===== config.mk =====
export PLATFORM = sky130hd
export DESIGN_NAME = riscv_uart_loader_flat
export DESIGN_NICKNAME = d
export VERILOG_FILES = /design/src/rtl/riscv_uart_loader_pkg.sv /design/src/rtl/riscv_uart_loader_if.sv /design/src/rtl/riscv_uart_loader_uart_rx_byte.sv /design/src/rtl/riscv_uart_loader.sv /design/src/flat_wrapper.sv
export SDC_FILE = /design/constraint.sdc
export NUM_CORES = 1
export LEC_CHECK = 0
export ABC_AREA = 1
export BUFFER_PORTS_ARGS = -buffer_cell sky130_fd_sc_hd__buf_2
export CORE_MARGIN = 8
export CORE_UTILIZATION = 59
export DETAILED_ROUTE_END_ITERATION = 12
export PLACE_DENSITY = 0.91
export SYNTH_ARGS = -nofsm -noshare
export SYNTH_HDL_FRONTEND = slang
export SYNTH_SLANG_ARGS = --single-unit

===== constraint.sdc =====
create_clock -name clk -period 2.25 [get_ports clk]
set_clock_uncertainty 0.05 [all_clocks]
set_input_delay 0.1125 -clock clk [delete_from_list [all_inputs] [get_ports clk]]
set_output_delay 0.1125 -clock clk [all_outputs]
set_load 0.02 [all_outputs]

===== src/rtl/riscv_uart_loader_pkg.sv =====
// Shared definitions for the UART program loader.
// Contents:
//   - loader FSM state encodings (LDR_*)
//   - frame target codes (LDR_TGT_INST / LDR_TGT_DATA)
//   - UART receiver state encodings (RX_*)
//   - ldr_holds_core(): states in which the core is stalled and a frame is in progress
package riscv_uart_loader_pkg;

  localparam logic [2:0] LDR_IDLE  = 3'd0;
  localparam logic [2:0] LDR_TGT   = 3'd1;
  localparam logic [2:0] LDR_CNT0  = 3'd2;
  localparam logic [2:0] LDR_CNT1  = 3'd3;
  localparam logic [2:0] LDR_DATA  = 3'd4;
  localparam logic [2:0] LDR_WRITE = 3'd5;
  localparam logic [2:0] LDR_DONE  = 3'd6;
  localparam logic [2:0] LDR_ERR   = 3'd7;

  localparam logic [7:0] LDR_TGT_INST = 8'h00;
  localparam logic [7:0] LDR_TGT_DATA = 8'h01;

  localparam logic [1:0] RX_IDLE  = 2'd0;
  localparam logic [1:0] RX_START = 2'd1;
  localparam logic [1:0] RX_DATA  = 2'd2;
  localparam logic [1:0] RX_STOP  = 2'd3;

  // True while a frame is being received: the core is held, the idle-gap
  // timer runs and a framing error aborts the load.
  function automatic logic ldr_holds_core(input logic [2:0] s);
    return (s == LDR_TGT) || (s == LDR_CNT0) || (s == LDR_CNT1) ||
           (s == LDR_DATA) || (s == LDR_WRITE);
  endfunction

endpackage


===== src/rtl/riscv_uart_loader_if.sv =====
// Memory write port driven by the loader into the core's memory mux.
// Signals:
//   mem_we     one-cycle write strobe
//   mem_sel    0 = instruction memory, 1 = data memory
//   mem_addr   word address (ADDR_W bits)
//   mem_wdata  32-bit write data
// Handshake: mem_we is a pure strobe with no ready/back-pressure. The memory
// must accept the write in the cycle mem_we is high; mem_sel, mem_addr and
// mem_wdata are only meaningful in that cycle.
interface riscv_uart_loader_if #(
  parameter int ADDR_W = 14
);
  logic              mem_we;
  logic              mem_sel;
  logic [ADDR_W-1:0] mem_addr;
  logic [31:0]       mem_wdata;

  modport master (output mem_we, output mem_sel, output mem_addr, output mem_wdata);
  modport slave  (input  mem_we, input  mem_sel, input  mem_addr, input  mem_wdata);
endinterface


===== src/rtl/riscv_uart_loader_uart_rx_byte.sv =====
// 8N1 UART byte receiver.
// Ports:
//   clk, rst      system clock, synchronous active-high reset
//   rx            asynchronous serial line, idle high
//   byte_valid    1-cycle pulse, byte_data holds the received byte
//   byte_data     last good byte (LSB received first)
//   framing_err   1-cycle pulse when the stop bit samples low (byte dropped)
//   rx_state      receiver FSM state (RX_*)
module uart_rx_byte
  import riscv_uart_loader_pkg::*;
#(
  parameter int CLKS_PER_BIT = 180
) (
  input  logic       clk,
  input  logic       rst,
  input  logic       rx,
  output logic       byte_valid,
  output logic [7:0] byte_data,
  output logic       framing_err,
  output logic [1:0] rx_state
);

  localparam int CNT_W = $clog2(CLKS_PER_BIT);
  localparam logic [CNT_W-1:0] HALF_LAST = CNT_W'(CLKS_PER_BIT / 2 - 1);
  localparam logic [CNT_W-1:0] FULL_LAST = CNT_W'(CLKS_PER_BIT - 1);

  logic             rx_meta;
  logic             rx_sync;
  logic             rx_prev;
  logic [1:0]       state;
  logic [CNT_W-1:0] clk_cnt;
  logic [2:0]       bit_idx;
  logic [7:0]       shift;

  assign rx_state = state;

  always_ff @(posedge clk) begin
    if (rst) begin
      // Line idles high, so the synchroniser resets high to avoid a false start.
      rx_meta     <= 1'b1;
      rx_sync     <= 1'b1;
      rx_prev     <= 1'b1;
      state       <= RX_IDLE;
      clk_cnt     <= '0;
      bit_idx     <= '0;
      shift       <= '0;
      byte_valid  <= 1'b0;
      byte_data   <= '0;
      framing_err <= 1'b0;
    end else begin
      rx_meta     <= rx;
      rx_sync     <= rx_meta;
      rx_prev     <= rx_sync;
      byte_valid  <= 1'b0;
      framing_err <= 1'b0;
      case (state)
        RX_IDLE: begin
          if (rx_prev && !rx_sync) begin
            state   <= RX_START;
            clk_cnt <= '0;
          end
        end
        RX_START: begin
          // Half a bit after the edge: still low means a real start bit.
          if (clk_cnt == HALF_LAST) begin
            clk_cnt <= '0;
            bit_idx <= '0;
            state   <= rx_sync ? RX_IDLE : RX_DATA;
          end else begin
            clk_cnt <= clk_cnt + 1'b1;
          end
        end
        RX_DATA: begin
          if (clk_cnt == FULL_LAST) begin
            clk_cnt <= '0;
            shift   <= {rx_sync, shift[7:1]};
            if (bit_idx == 3'd7) begin
              state <= RX_STOP;
            end else begin
              bit_idx <= bit_idx + 3'd1;
            end
          end else begin
            clk_cnt <= clk_cnt + 1'b1;
          end
        end
        RX_STOP: begin
          if (clk_cnt == FULL_LAST) begin
            clk_cnt <= '0;
            state   <= RX_IDLE;
            if (rx_sync) begin
              byte_valid <= 1'b1;
              byte_data  <= shift;
            end else begin
              framing_err <= 1'b1;
            end
          end else begin
            clk_cnt <= clk_cnt + 1'b1;
          end
        end
        default: state <= RX_IDLE;
      endcase
    end
  end

endmodule


===== src/rtl/riscv_uart_loader.sv =====
// UART program loader: holds the core, receives a framed image over rx and
// writes it word by word into instruction or data memory, then restarts the core.
// Frame: TGT (00 instr / 01 data), CNT_L, CNT_H (word count N), N x 4 bytes LE.
// Ports:
//   clk, rst       system clock, synchronous active-high reset
//   start_pg       level input; a rising edge arms (or re-arms) a load
//   rx             UART line, 8N1, idle high
//   cpu_hold       high while a frame is being received
//   cpu_restart    one-cycle pulse after a successful load
//   mem            memory write port (master side)
//   load_done      sticky success flag, cleared on arm
//   load_err       sticky error flag, cleared on arm
//   dbg_state      loader FSM state (LDR_*)
//   dbg_rx_state   UART receiver FSM state (RX_*)
module riscv_uart_loader
  import riscv_uart_loader_pkg::*;
#(
  parameter int CLKS_PER_BIT   = 180,
  parameter int TIMEOUT_CYCLES = 2_300_000,
  parameter int ADDR_W         = 14
) (
  input  logic                       clk,
  input  logic                       rst,
  input  logic                       start_pg,
  input  logic                       rx,
  output logic                       cpu_hold,
  output logic                       cpu_restart,
  riscv_uart_loader_if.master        mem,
  output logic                       load_done,
  output logic                       load_err,
  output logic [2:0]                 dbg_state,
  output logic [1:0]                 dbg_rx_state
);

  localparam int TO_W = $clog2(TIMEOUT_CYCLES + 1);
  localparam logic [TO_W-1:0] TO_LAST = TO_W'(TIMEOUT_CYCLES - 1);
  // The 16-bit count can never exceed the memory when ADDR_W >= 16.
  localparam int unsigned MAX_WORDS = (ADDR_W >= 16) ? 32'd65536 : (32'd1 << ADDR_W);
  // Index must be able to reach N (up to 2^16) without wrapping.
  localparam int IDX_W = (ADDR_W > 16) ? ADDR_W : 17;

  logic             byte_valid;
  logic [7:0]       byte_data;
  logic             framing_err;

  logic             start_meta;
  logic             start_sync;
  logic             start_prev;
  logic             arm;

  logic [2:0]       state;
  logic             sel_r;
  logic [7:0]       cnt_l;
  logic [15:0]      n_words;
  logic [15:0]      count_n;
  logic [IDX_W-1:0] idx;
  logic [IDX_W-1:0] idx_next;
  logic [1:0]       lane;
  logic [31:0]      word;
  logic [TO_W-1:0]  idle_cnt;
  logic             holding;
  logic             timeout_hit;

  uart_rx_byte #(
    .CLKS_PER_BIT (CLKS_PER_BIT)
  ) u_rx (
    .clk         (clk),
    .rst         (rst),
    .rx          (rx),
    .byte_valid  (byte_valid),
    .byte_data   (byte_data),
    .framing_err (framing_err),
    .rx_state    (dbg_rx_state)
  );

  assign arm         = start_sync & ~start_prev;
  assign count_n     = {byte_data, cnt_l};
  assign idx_next    = idx + 1'b1;
  assign holding     = ldr_holds_core(state);
  // A byte arriving in the expiry cycle takes priority over the timeout.
  assign timeout_hit = holding && (idle_cnt == TO_LAST) && !byte_valid;

  assign cpu_hold      = holding;
  assign cpu_restart   = (state == LDR_DONE);
  assign dbg_state     = state;
  assign mem.mem_we    = (state == LDR_WRITE);
  assign mem.mem_sel   = sel_r;
  assign mem.mem_addr  = idx[ADDR_W-1:0];
  assign mem.mem_wdata = word;

  always_ff @(posedge clk) begin
    if (rst) begin
      start_meta <= 1'b0;
      start_sync <= 1'b0;
      start_prev <= 1'b0;
      state      <= LDR_IDLE;
      sel_r      <= 1'b0;
      cnt_l      <= '0;
      n_words    <= '0;
      idx        <= '0;
      lane       <= '0;
      word       <= '0;
      idle_cnt   <= '0;
      load_done  <= 1'b0;
      load_err   <= 1'b0;
    end else begin
      start_meta <= start_pg;
      start_sync <= start_meta;
      start_prev <= start_sync;

      if (arm || byte_valid || !holding) begin
        idle_cnt <= '0;
      end else if (idle_cnt != TO_LAST) begin
        idle_cnt <= idle_cnt + 1'b1;
      end

      if (arm) begin
        // Also aborts a load in progress; words already written stay written.
        state     <= LDR_TGT;
        load_done <= 1'b0;
        load_err  <= 1'b0;
        idx       <= '0;
        lane      <= '0;
      end else if ((framing_err && holding) || timeout_hit) begin
        state    <= LDR_ERR;
        load_err <= 1'b1;
      end else begin
        case (state)
          LDR_TGT: begin
            if (byte_valid) begin
              if (byte_data == LDR_TGT_INST || byte_data == LDR_TGT_DATA) begin
                sel_r <= byte_data[0];
                state <= LDR_CNT0;
              end else begin
                state    <= LDR_ERR;
                load_err <= 1'b1;
              end
            end
          end
          LDR_CNT0: begin
            if (byte_valid) begin
              cnt_l <= byte_data;
              state <= LDR_CNT1;
            end
          end
          LDR_CNT1: begin
            if (byte_valid) begin
              n_words <= count_n;
              if (count_n == 16'd0) begin
                state     <= LDR_DONE;
                load_done <= 1'b1;
              end else if (32'(count_n) > MAX_WORDS) begin
                state    <= LDR_ERR;
                load_err <= 1'b1;
              end else begin
                state <= LDR_DATA;
                idx   <= '0;
                lane  <= '0;
              end
            end
          end
          LDR_DATA: begin
            if (byte_valid) begin
              // Little-endian: after four shifts the first byte sits in [7:0].
              word <= {byte_data, word[31:8]};
              lane <= lane + 2'd1;
              if (lane == 2'd3) begin
                state <= LDR_WRITE;
              end
            end
          end
          LDR_WRITE: begin
            idx <= idx_next;
            if (idx_next == IDX_W'(n_words)) begin
              state     <= LDR_DONE;
              load_done <= 1'b1;
            end else begin
              state <= LDR_DATA;
            end
          end
          LDR_DONE: state <= LDR_IDLE;
          LDR_ERR:  state <= LDR_IDLE;
          default:  state <= LDR_IDLE;
        endcase
      end
    end
  end

endmodule


===== src/flat_wrapper.sv =====
// flat-port wrapper written by rule: the top's interface ports become plain ports
module riscv_uart_loader_flat import riscv_uart_loader_pkg::*;
#(
  parameter int CLKS_PER_BIT   = 180,
  parameter int TIMEOUT_CYCLES = 2_300_000,
  parameter int ADDR_W         = 14
)
  (clk, rst, start_pg, rx, cpu_hold, cpu_restart, load_done, load_err, dbg_state, dbg_rx_state, mem_mem_we, mem_mem_sel, mem_mem_addr, mem_mem_wdata);
  riscv_uart_loader_if #(.ADDR_W(ADDR_W)) mem_i ();
  input  logic clk;
  input  logic rst;
  input  logic start_pg;
  input  logic rx;
  output logic cpu_hold;
  output logic cpu_restart;
  output logic load_done;
  output logic load_err;
  output logic [2:0] dbg_state;
  output logic [1:0] dbg_rx_state;
  output wire logic [$bits(mem_i.mem_we)-1:0] mem_mem_we;
  output wire logic [$bits(mem_i.mem_sel)-1:0] mem_mem_sel;
  output wire logic [$bits(mem_i.mem_addr)-1:0] mem_mem_addr;
  output wire logic [$bits(mem_i.mem_wdata)-1:0] mem_mem_wdata;
  assign mem_mem_we = mem_i.mem_we;
  assign mem_mem_sel = mem_i.mem_sel;
  assign mem_mem_addr = mem_i.mem_addr;
  assign mem_mem_wdata = mem_i.mem_wdata;
  riscv_uart_loader #(.CLKS_PER_BIT(CLKS_PER_BIT), .TIMEOUT_CYCLES(TIMEOUT_CYCLES), .ADDR_W(ADDR_W)) u_core (.clk(clk), .rst(rst), .start_pg(start_pg), .rx(rx), .cpu_hold(cpu_hold), .cpu_restart(cpu_restart), .mem(mem_i), .load_done(load_done), .load_err(load_err), .dbg_state(dbg_state), .dbg_rx_state(dbg_rx_state));
endmodule

==> flow_metrics.env <==
export IMPL_globalRouteOverflowTotal=0
export IMPL_fin_nets=1029
export IMPL_wirelength_um=18900
export IMPL_dp_hpwl_um=11600
export IMPL_ant_nets=0
export IMPL_wl_met2_um=9050
export IMPL_start_util_pct=60.7
export IMPL_synth_top_cell_by_area="dfxtp_1"
export IMPL_slowest_delay_ps=310
export IMPL_clk_pin_slew_ps=60
export IMPL_fmax_mhz=459
export IMPL_synthTopCellsByCount="nand2_1 (157), dfxtp_1 (140), inv_1 (124), nor2_1 (111), a21oi_1 (100)"
export IMPL_wl_met3_um=1560
export IMPL_drive_gt1_share_pct=15.9
export IMPL_area_delta_synth_final_pct=18.7
export IMPL_yosysSeqAreaShare_pct=42.2
export IMPL_regArea_um2=2810
export IMPL_synth_edf_count=0
export IMPL_ys_types=40
export IMPL_status="complete, no violations"
export IMPL_yosysWarnings=0
export IMPL_critical_path_class="flip-flop to flip-flop"
export IMPL_grt_usage_pct=23.4
export IMPL_synth_cells=944
export IMPL_grt_pass1_wl_um=28100
export IMPL_worstPathRequired_ps=2550
export IMPL_critPathMaxFanout=7
export IMPL_setup_slack_ps=69.0
export IMPL_postSynthAreaPerCell_um2=7.03
export IMPL_irDropWorstVdd_uv=712
export IMPL_drtPass1Iterations=6
export IMPL_fillers=786
export IMPL_place_ws_ps=-83.9
export IMPL_tightestPinTransition_ps=675
export IMPL_end_kind="flip-flop"
export IMPL_synthArstFlopShare_pct=0
export IMPL_synth_most_common_cell="nand2_1"
export IMPL_rsz0062_at_grt="yes"
export IMPL_ys_top_cells_by_area="dfxtp_1 (42%), nand2_1 (8.9%), a21oi_1 (7.5%)"
export IMPL_synth_nets=956
export IMPL_period_minus_slack_ps=2180
export IMPL_cellPowerDensity_nw_per_um2=850
export IMPL_highest_layer="met4"
export IMPL_cts_buffers=17
export IMPL_htreeDepth=4
export IMPL_worst_ep_arrival_time_ps=2480
export IMPL_cts_buffer_depth=2
export IMPL_viasPerCell=5.84
export IMPL_synth_flop_cell="dfxtp_1"
export IMPL_slew_headroom_pct=55.0
export IMPL_min_path_type="primary input to flip-flop"
export IMPL_port_buffers=60
export IMPL_p_leak_uw=0.00321
export IMPL_clk_latency_ps=430
export IMPL_crit_slowest_cell="dfxtp_1"
export IMPL_wl_per_cell_um=16.1
export IMPL_cts_root_buf="clkbuf_16"
export IMPL_core_area_um2=10900
export IMPL_rows=38
export IMPL_vias=6827
export IMPL_num_io_pins=61
export IMPL_finalMaxSlewViolations=0
export IMPL_fin_tns_setup_ps=0
export IMPL_diodes=0
export IMPL_die_y_um=122
export IMPL_path_cells="buf_4 > nand2_2 > nand3_1 > inv_2 > nand2_1 > nand2_2 > nand2_4 > nor2_4 > nand2_4 > buf_8 > nor2_4 > clkbuf_16 > nand2_1 > a21oi_1"
export IMPL_grt_max_degree=57
export IMPL_die_w_um=122
export IMPL_drtIter0Drc=891
export IMPL_period_share_pct=96.9
export IMPL_clock_sinks=140
export IMPL_synth_area_um2=6640
export IMPL_drt_met1_wl_um=7600
export IMPL_antenna_found_initial=0
export IMPL_first_global_vias=5951
export IMPL_synth_top_cell_area_share_pct=42.2
export IMPL_cts_tree="done"
export IMPL_synth_seq_cells=140
export IMPL_multi_input_area_um2=3150
export IMPL_fin_util_pct=72.1
export IMPL_crit_path_start_kind="flip-flop"
export IMPL_drc_errors=0
export IMPL_drv_cap=0
export IMPL_gp_congestion=0.910
export IMPL_hold_viol=0
export IMPL_die_area_um2=14900
export IMPL_final_setup_viol_count=0
## worst paths after layout
check | to | cells after the start | start | slack, ps
max reg2reg | u_core.mem.mem_wdata[1]$_SDFFE_PP0P_ | 14 | u_core.dbg_state[1]$_SDFFE_PP0P_ | 70
max | u_core.mem.mem_wdata[1]$_SDFFE_PP0P_ | 14 | u_core.dbg_state[1]$_SDFFE_PP0P_ | 70
min | u_core.dbg_state[2]$_SDFFE_PP0P_ | 4 | rst | 40
min reg2reg | u_core.u_rx.rx_sync$_SDFF_PP1_ | 1 | u_core.u_rx.rx_meta$_SDFF_PP1_ | 360
## cell families after synthesis
logic type | count (synthesis) | synth area share [%]
DFF | 140 | 42.2
AOI/OAI and AO/OA | 225 | 17.9
xor gates and xnor gates | 8 | 1.28
adders and majority gates | 8 | 1.51
buffers and inverters | 174 | 11.4
and+or+nand+nor | 389 | 25.8
## state kept, by name, summed over array words and instances (netlist names), 2 cells and up, named ones only
register               cells
u_core.mem.mem_wdata      32
u_core.idle_cnt           22
u_core.idx                17
u_core.n_words            16
u_core.cnt_l               8
u_core.u_rx.byte_data      8
u_core.u_rx.clk_cnt        8
u_core.u_rx.shift          8
u_core.dbg_state           3
u_core.u_rx.bit_idx        3
u_core.lane                2
## routing by layer
metal  vias to the layer above  GRT usage (%)
li1                       3240              -
met4                         0           12.3
met2                       359           36.9
met1                      3153           29.3
met3                        75           5.32
met5                         -              0
## repair_timing
item / CTS / global route
pin swaps: 0 / 3
hold buffers: 2 / 0
buffers inserted: 0 / 3
endpoints found under the setup margin: 16 / 71
gates cloned: 0 / 4
gates resized for setup: 1 / 33
endpoints found under the hold margin: 2 / 0
## layout make-up
type	instances	area share [%]
inverters	128	6.10
clock inverters	9	1.14
well taps	140	2.22
multi-input cells	631	40.0
repair buffers	99	8.87
clock buffers	22	6.02
flip-flops and latches	140	35.6
## layout by cell type (no fill, tap or decap), drive strengths merged
master,netlist,final
ha,8,8
a221oi,2,2
buf,27,94
clkinvlp,0,5
o221ai,1,1
clkbuf,19,25
dfxtp,140,140
nor3b,1,1
o21ai,101,101
a31oi,3,3
nand4,19,19
dlygate4sd3,0,2
nor2,115,116
nand2,160,160
nor4,2,2
a32oi,1,1
nand3,56,56
o211a,1,1
bufinv,0,1
xnor2,1,1
nand3b,8,8
inv,127,128
or2,4,4
nor3,24,24
clkinv,1,3
o22ai,3,3
xor2,6,6
a211oi,12,12
xor3,1,1
a21oi,101,101
## per-stage QoR
stage | instance area, um^2 | hold WS, ps | std cells | power, uW
2_1_floorplan | 6640 | 166 | 944 | 3580
3_3_place_gp | 7120 | 246 | 1129 | 3930
3_5_place_dp | 7120 | 250 | 1129 | 3960
4_1_cts | 7710 | 31.6 | 1162 | 6610
5_1_grt | 7880 | 74.1 | 1169 | 6930
6_report | 7880 | 40.6 | 1169 | 6700
## power by group
group | total [uW] | internal (uW) | leakage [uW] | switching [uW]
Sequential | 2670 | 2580 | 0.00113 | 98.3
Clock | 2690 | 1600 | 0.000260 | 1090
Combinational | 1340 | 475 | 0.00181 | 864
Total | 6700 | 4650 | 0.00321 | 2050
## critical path, delay by kind of cell (launching register included)
family / cells / cell delay [ps]
AND/OR/NAND/NOR: 9 / 930
buffers and inverters: 4 / 600
flip-flops: 1 / 310
AO/OA/AOI/OAI: 1 / 200
(Power assumes the default switching activity.)
